## src/rtl/fpu_mul_arbiter.sv

```systemverilog
// fpu_mul_arbiter
// Shares one sequential mantissa multiplier between two requesters. A
// round-robin grant is issued in IDLE, the winner's operands are latched, the
// multiplier is cleared (CLR), started (START) and waited on (WAIT). The
// product is then presented on the response port until it is taken (RESP).
// Operands of zero skip the multiplier and go straight to RESP with a zero
// product.
//
// Ports
//   clock, reset            rising-edge clock, async active-high reset
//   req0Valid/req1Valid     requester has an operand pair pending
//   req0A/B, req1A/B        requester mantissas, FRACW+1 bits (hidden bit incl.)
//   req0Ready/req1Ready     combinational grant; handshake on Valid & Ready
//   respValid/respReady     product handshake toward the consumer
//   respId                  requester that owns respProd
//   respProd                unsigned product, 2*FRACW+2 bits
//   mulIn1/mulIn2           operands to the shared multiplier
//   mulStart                one-cycle start pulse to the multiplier
//   mulReset                registered multiplier reset
//   mulOut/mulDone          multiplier product and completion level
//   busy                    high in every state except IDLE
module fpu_mul_arbiter #(
  parameter int unsigned FRACW = 10
) (
  input  logic                 clock,
  input  logic                 reset,
  input  logic                 req0Valid,
  input  logic                 req1Valid,
  input  logic [FRACW:0]       req0A,
  input  logic [FRACW:0]       req0B,
  input  logic [FRACW:0]       req1A,
  input  logic [FRACW:0]       req1B,
  output logic                 req0Ready,
  output logic                 req1Ready,
  output logic                 respValid,
  input  logic                 respReady,
  output logic                 respId,
  output logic [2*FRACW+1:0]   respProd,
  output logic [FRACW:0]       mulIn1,
  output logic [FRACW:0]       mulIn2,
  output logic                 mulStart,
  output logic                 mulReset,
  input  logic [2*FRACW+1:0]   mulOut,
  input  logic                 mulDone,
  output logic                 busy
);

  localparam int unsigned OPW   = FRACW + 1;
  localparam int unsigned PRODW = 2 * FRACW + 2;

  typedef enum logic [2:0] {
    IDLE  = 3'd0,
    CLR   = 3'd1,
    START = 3'd2,
    WAIT  = 3'd3,
    RESP  = 3'd4
  } state_t;

  state_t             r_state;
  logic               r_rrPtr;
  logic [OPW-1:0]     r_a;
  logic [OPW-1:0]     r_b;
  logic               r_id;
  logic [PRODW-1:0]   r_prod;
  logic               r_mulReset;

  logic               w_idle;
  logic               w_grant0;
  logic               w_grant1;
  logic               w_accept;
  logic               w_winId;
  logic [OPW-1:0]     w_winA;
  logic [OPW-1:0]     w_winB;
  logic               w_zero;

  // Grant logic: reset is folded in so no Ready escapes while reset is held.
  assign w_idle   = (r_state == IDLE) && !reset;
  assign w_grant0 = w_idle && req0Valid && (!r_rrPtr || !req1Valid);
  assign w_grant1 = w_idle && req1Valid && ( r_rrPtr || !req0Valid);
  assign w_accept = w_grant0 || w_grant1;
  assign w_winId  = w_grant1;
  assign w_winA   = w_grant1 ? req1A : req0A;
  assign w_winB   = w_grant1 ? req1B : req0B;
  assign w_zero   = (w_winA == '0) || (w_winB == '0);

  assign req0Ready = w_grant0;
  assign req1Ready = w_grant1;

  // Control FSM with operand/result registers.
  always_ff @(posedge clock or posedge reset) begin
    if (reset) begin
      r_state    <= IDLE;
      r_rrPtr    <= 1'b0;
      r_a        <= '0;
      r_b        <= '0;
      r_id       <= 1'b0;
      r_prod     <= '0;
      r_mulReset <= 1'b1;
    end else begin
      r_mulReset <= 1'b0;
      case (r_state)
        IDLE: begin
          if (w_accept) begin
            r_a     <= w_winA;
            r_b     <= w_winB;
            r_id    <= w_winId;
            r_rrPtr <= ~w_winId;
            if (w_zero) begin
              r_prod  <= '0;
              r_state <= RESP;
            end else begin
              // Raised on the edge into CLR so the pulse covers exactly CLR.
              r_mulReset <= 1'b1;
              r_state    <= CLR;
            end
          end
        end
        CLR:   r_state <= START;
        START: r_state <= WAIT;
        WAIT: begin
          if (mulDone) begin
            r_prod  <= mulOut;
            r_state <= RESP;
          end
        end
        RESP: begin
          if (respReady) r_state <= IDLE;
        end
        default: r_state <= IDLE;
      endcase
    end
  end

  // Outputs decoded from state and registers only.
  assign respValid = (r_state == RESP);
  assign respId    = r_id;
  assign respProd  = r_prod;
  assign mulStart  = (r_state == START);
  assign mulReset  = r_mulReset;
  assign busy      = (r_state != IDLE);
  assign mulIn1    = ((r_state == START) || (r_state == WAIT)) ? r_a : '0;
  assign mulIn2    = ((r_state == START) || (r_state == WAIT)) ? r_b : '0;

endmodule

```

## config.mk

```make
export PLATFORM = sky130hd
export DESIGN_NAME = fpu_mul_arbiter
export DESIGN_NICKNAME = d
export VERILOG_FILES = /design/src/rtl/fpu_mul_arbiter.sv
export SDC_FILE = /design/constraint.sdc
export NUM_CORES = 1
export LEC_CHECK = 0
export CAP_MARGIN = 20
export CORE_ASPECT_RATIO = 0.5
export CORE_UTILIZATION = 40
export CTS_CLUSTER_DIAMETER = 40
export DETAILED_ROUTE_END_ITERATION = 8
export PLACE_DENSITY = 0.79
export SETUP_SLACK_MARGIN = 0.02
export SLEW_MARGIN = 20
export SYNTH_ARGS = -nofsm -noshare
export SYNTH_HDL_FRONTEND = slang
export SYNTH_SLANG_ARGS = --single-unit
```

## constraint.sdc

```tcl
create_clock -name clock -period 5.8 [get_ports clock]
set_clock_uncertainty 0.2 [all_clocks]
set_input_delay 0.58 -clock clock [delete_from_list [all_inputs] [get_ports clock]]
set_output_delay 0.58 -clock clock [all_outputs]
set_load 0.02 [all_outputs]
```

# Word level (Yosys, flattened, before mapping)
# Index checks and enable logic that the tools add are counted.
[classes]
n_eq_ne = 8
bitwise_logic = 1
muxes = 16
n_reduce_logical = 22
[ops]
columns = ["operator", "count"]
rows = [
  ["2-to-1 mux 22 bit", 3],
  ["2-to-1 mux 11 bit", 4],
  ["case mux 22 bit (2 select lines)", 1],
  ["logical NOT 11 bit", 2],
  ["case mux 3 bit (5 select lines)", 1],
  ["2-to-1 mux 3 bit", 4],
  ["== test 3 x 2 -> 1 bit, second input constant", 2],
  ["!= test 2 bit, second input constant", 3],
  ["logical AND 1 bit", 5],
  ["logical OR 1 bit", 5],
  ["logical NOT 1 bit", 4],
  ["AND reduction 4 bit", 1],
  ["== test 3 x 1 -> 1 bit, second input constant", 1],
  ["== test 3 bit, second input constant", 1],
  ["logical NOT 3 bit", 1],
  ["2-to-1 mux 1 bit", 3],
  ["AND reduction 3 bit", 1],
  ["nonzero test 3 bit", 1],
  ["!= test 2 x 1 -> 1 bit, second input constant", 1],
  ["AND reduction 2 bit", 1],
  ["nonzero test 2 bit", 1],
  ["NOT 1 bit", 1],
]
[totals]
ff_bits = 50

# Longest topological paths before layout
[depth]
depth_word = 10
ltp_mapped = 8
ltp_nobuf = 6

# Least setup slack after synthesis
# OpenSTA, ideal clock, no wires.
[synth_timing]
path_kind = "input-to-output"
startpoint = "in reset"
endpoint = "out req1Ready"
slack_ns = 2.413
arrival_ns = 2.607
cell_stages = 4
cell_sequence = "inv_1 o2111ai_1 inv_1 buf_2"
[synth_via]
elab_chain_cells = 4
[synth_lines]
columns = ["element", "line", "source"]
rows = [
  ["start: declaration", "26", "input logic reset,"],
  ["logical NOT 1 bit (no source line)", "n/a", ""],
  ["logical AND 1 bit", "77", "assign w_idle = (r_state == IDLE) && !reset;"],
  ["logical AND 1 bit (2 in series)", "79", "assign w_grant1 = w_idle && req1Valid && ( r_rrPtr || !req0Valid);"],
  ["end: declaration", "34", "output logic req1Ready,"],
]
# Every way passes these cells.

# Worst setup path after layout
[layout_timing]
startpoint = "reg r_state[2]"
endpoint = "out req0Ready"
[layout_via]
elab_chain_cells = 4
[layout_lines]
columns = ["element", "line", "source"]
rows = [
  ["start: declaration", "59", "state_t r_state;"],
  ["start signal: assignment", "92", "r_state <= IDLE;"],
  ["start signal: assignment", "110", "r_state <= RESP;"],
  ["start signal: assignment", "114", "r_state <= CLR;"],
  ["logical NOT 3 bit", "77", ""],
  ["logical AND 1 bit", "77", ""],
  ["logical AND 1 bit (2 in series)", "78", "assign w_grant0 = w_idle && req0Valid && (!r_rrPtr || !req1Valid);"],
  ["end: declaration", "33", "output logic req0Ready,"],
]
# Every way passes these cells.

==> flow_summary.yaml <==
run_status:
  status: "finished, final reports clean"
logic_synthesis:
  synth_xor_area_share_pct: 0
  synthMostInstantiatedCell: "nand2_1"
  synth_mux_area_share_pct: 0.439
  yosys.area.top_type: "dfrtp_1"
  synthAdderAreaFrac_pct: 0
  synth_compound_area_share_pct: 16.2
  synthFlopType: "dfrtp_1"
  netlist_top_cells_count: "nand2_1, dfrtp_1, nor2_1"
  synth_fp_nets: 385
  yosysWarningCount: 0
  synth-edff-count: 0
  ys_async_sr_fraction_pct: 100
  synth_top_family_by_area: "simple AND/OR/NAND/NOR gates"
  syn_area_per_cell_sq_um: 8.20
  postSynthCellCount: 313
  synth_cell_types: 29
  yosys.area_share.simple_pct: 30.3
  yosysSeqAreaShare_pct: 48.8
  synthTopCellsByArea: "dfrtp_1, nand2_1, and2_1"
  synth_top_area_share_pct: 47.8
  synth-seq-cells: 50
  syn_area_sq_um: 2570
timing:
  min_period_ns: 4.09
  setup_violations: 0
  tns_ns: 0
  max_freq_mhz: 245
  report.final.hold_viol_count: 0
  drv_slew: 0
  period_share_pct: 70.5
  rsz0062_at_grt: "false"
  tightest_slew_ns: 0.894
  hold_ws_ns: 0.309
  worst_slew_margin_rel_pct: 40.2
routing:
  vias: 2653
  wl_microns: 7570
  drtPass1Iterations: 5
  drc: 0
  via_per_inst: 5.17
  drtAntennaViolNets: 0
  first_iter_violations: 214
  wl_per_cell_microns: 14.8
clock_network:
  cts.sinks: 50
  clk_pin_slew_ns: 0.06
  clock_latency_ns: 0.29
  root_buffer: "clkbuf_16"
  postCtsHoldBufs: 0
  clk_path_buf_depth: 2
  cts_tree: "yes"
  cts_resized: 0
  post_cts_buffers: 0
  numCtsBuffers: 5
  h-tree-depth: 2
die:
  fp.coreArea_sq_um: 6130
  dieArea_sq_um: 6760
  die_x_microns: 115
  die_h_microns: 58.7
  io_pins: 123
  num_rows: 20
  initial_core_util_pct: 41.9
power_and_ir_drop:
  swShare_pct: 39.0
  intPower_uw: 1400
  p_clk_share_pct: 16.8
  power_frac_seq_pct: 28.3
  p_comb_share_pct: 54.9
  powerDensity_nw_per_um2: 566
  power_leakage_uw: 0.00165
  irDropWorstVdd_v: 0.000223
  p_sw_uw: 892
job:
  cap_violations: 0
critical_path:
  worstPathRequired_ns: 5.02
  crit_path_end_kind: "primary output"
  start_kind: "flop"
  path_cells: "nor3_4 > inv_2 > or3_1 > nor2_1 > clkdlybuf4s50_1"
  critPathArrivalTime_ns: 3.31
  critPathMaxFanout: 26
  crit_slowest_cell: "nor3_4"
  critPathMaxStageDelay_ns: 0.78
  crit_type: "reg2out"
placed_design:
  portBuffers: 122
  place_congestion: 0.904
  dpl_cell_area_sq_um: 3850
  dp_hpwl_microns: 5370
global_routing:
  grt_antenna_before_repair: 0
  globalRouteOverflowTotal: 0
  grt_pass1_wl_microns: 12000
  grt_pass1_vias: 2512
  gr-usage-all-layers_pct: 22.7
  grt_max_degree: 51
cells_and_area:
  fill_cells: 493
  fin_nets: 496
  num_antenna_cells: 0
  areaGrowthSynthToFinish_pct: 57.7
  final_cell_area_sq_um: 4050
  layout-drive-gt1-share_pct: 4.47
min_path:
  hold_path.class: "reg2reg"
[critical path, delay by kind of cell (launching register included)]
kind,cells,cell delay (ns)
flops,1,0.45
simple gates,3,1.79
buf+inv,2,0.78
[power groups by stage]
stage | logic [uW] | clock network (uW) | registers (uW)
finish | 1260 | 385 | 647
global route | 1360 | 405 | 671
CTS | 1270 | 389 | 647
detailed placement | 1260 | 0 | 649
global placement | 1230 | 0 | 639
floorplan | 621 | 0 | 726
[routing by layer]
layer / GRT usage, % / vias up / part of all wire [%]
met5: 0 / - / 0
met4: 5.75 / 0 / 1.1
met3: 3.91 / 14 / 4.6
met2: 40.5 / 79 / 51
met1: 29.2 / 1265 / 43
li1: - / 1295 / -
[final timing paths]
| path | start | to | slack (ns) | depth (start not counted) |
|---|---|---|---|---|
| max in group asynchronous | reset | respProd[7]$_DFFE_PP0P_ | 4.27 | 3 |
| min in group asynchronous | reset | r_a[10]$_DFFE_PP0P_ | 0.72 | 3 |
| worst min register to register | r_rrPtr$_DFFE_PP0P_ | r_rrPtr$_DFFE_PP0P_ | 0.31 | 1 |
| worst max register to register | r_state[2]$_DFFE_PP0P_ | respProd[17]$_DFFE_PP0P_ | 2.82 | 6 |
| worst max-delay path | r_state[2]$_DFFE_PP0P_ | req0Ready | 1.71 | 5 |
| worst min-delay path | r_rrPtr$_DFFE_PP0P_ | r_rrPtr$_DFFE_PP0P_ | 0.31 | 1 |
[cell type report]
type                            count  area [sq um]  area share (%)
Clock buffer                        6           139            3.43
Clock inverter                      2          60.1            1.48
Inverter                            5          18.8           0.464
Multi-Input combinational cell    236          1220            30.0
Sequential cell                    50          1250            30.9
Tap cell                           88           110            2.72
Timing Repair Buffer              126          1250            30.9
[registers in the layout (all words and copies together) (netlist names)]
| name | count |
|---|---|
| r_rrPtr | 1 |
| r_b | 11 |
| r_state | 3 |
| respId | 1 |
| r_a | 11 |
| respProd | 22 |
| mulReset | 1 |
[metrics by stage]
step                setup WS, ns  utilization [%]  std cells  total power, uW
floorplan                   2.41                -        313             1350
global placement            2.12             62.8        505             1870
detailed placement          2.04             62.8        505             1910
CTS                         1.72             66.0        513             2300
global route                1.49             66.0        513             2430
finish                      1.71             66.0        513             2290
[kinds of logic after synthesis]
group | after synthesis
AO/OA/AOI/OAI | 73
AND/OR/NAND/NOR | 162
buffers and inverters | 27
multiplexers | 1
flip-flops | 50
[placed cells by master, fill, tap and decap left out, types with 2 or more instances in the layout]
cell             synthesis  final
and3_1                  22     22
buf_4                    0      4
nor2_1                  29     29
clkdlybuf4s50_1          0    122
nand2_1                 69     69
inv_2                    1      2
dfrtp_1                 49     49
clkbuf_16                0      5
a31oi_1                 22     22
o21ai_1                 16     16
nor3_4                   1      2
and2_1                  25     25
inv_1                    4      3
a21oi_1                 22     22
nand3_1                  2      2
nor3_1                   2      2
o41ai_1                  2      2
bufinv_16                0      2
nor4_1                   8      8
o21ai_0                  6      6
No activity file was read; power rests on OpenSTA's default activity.
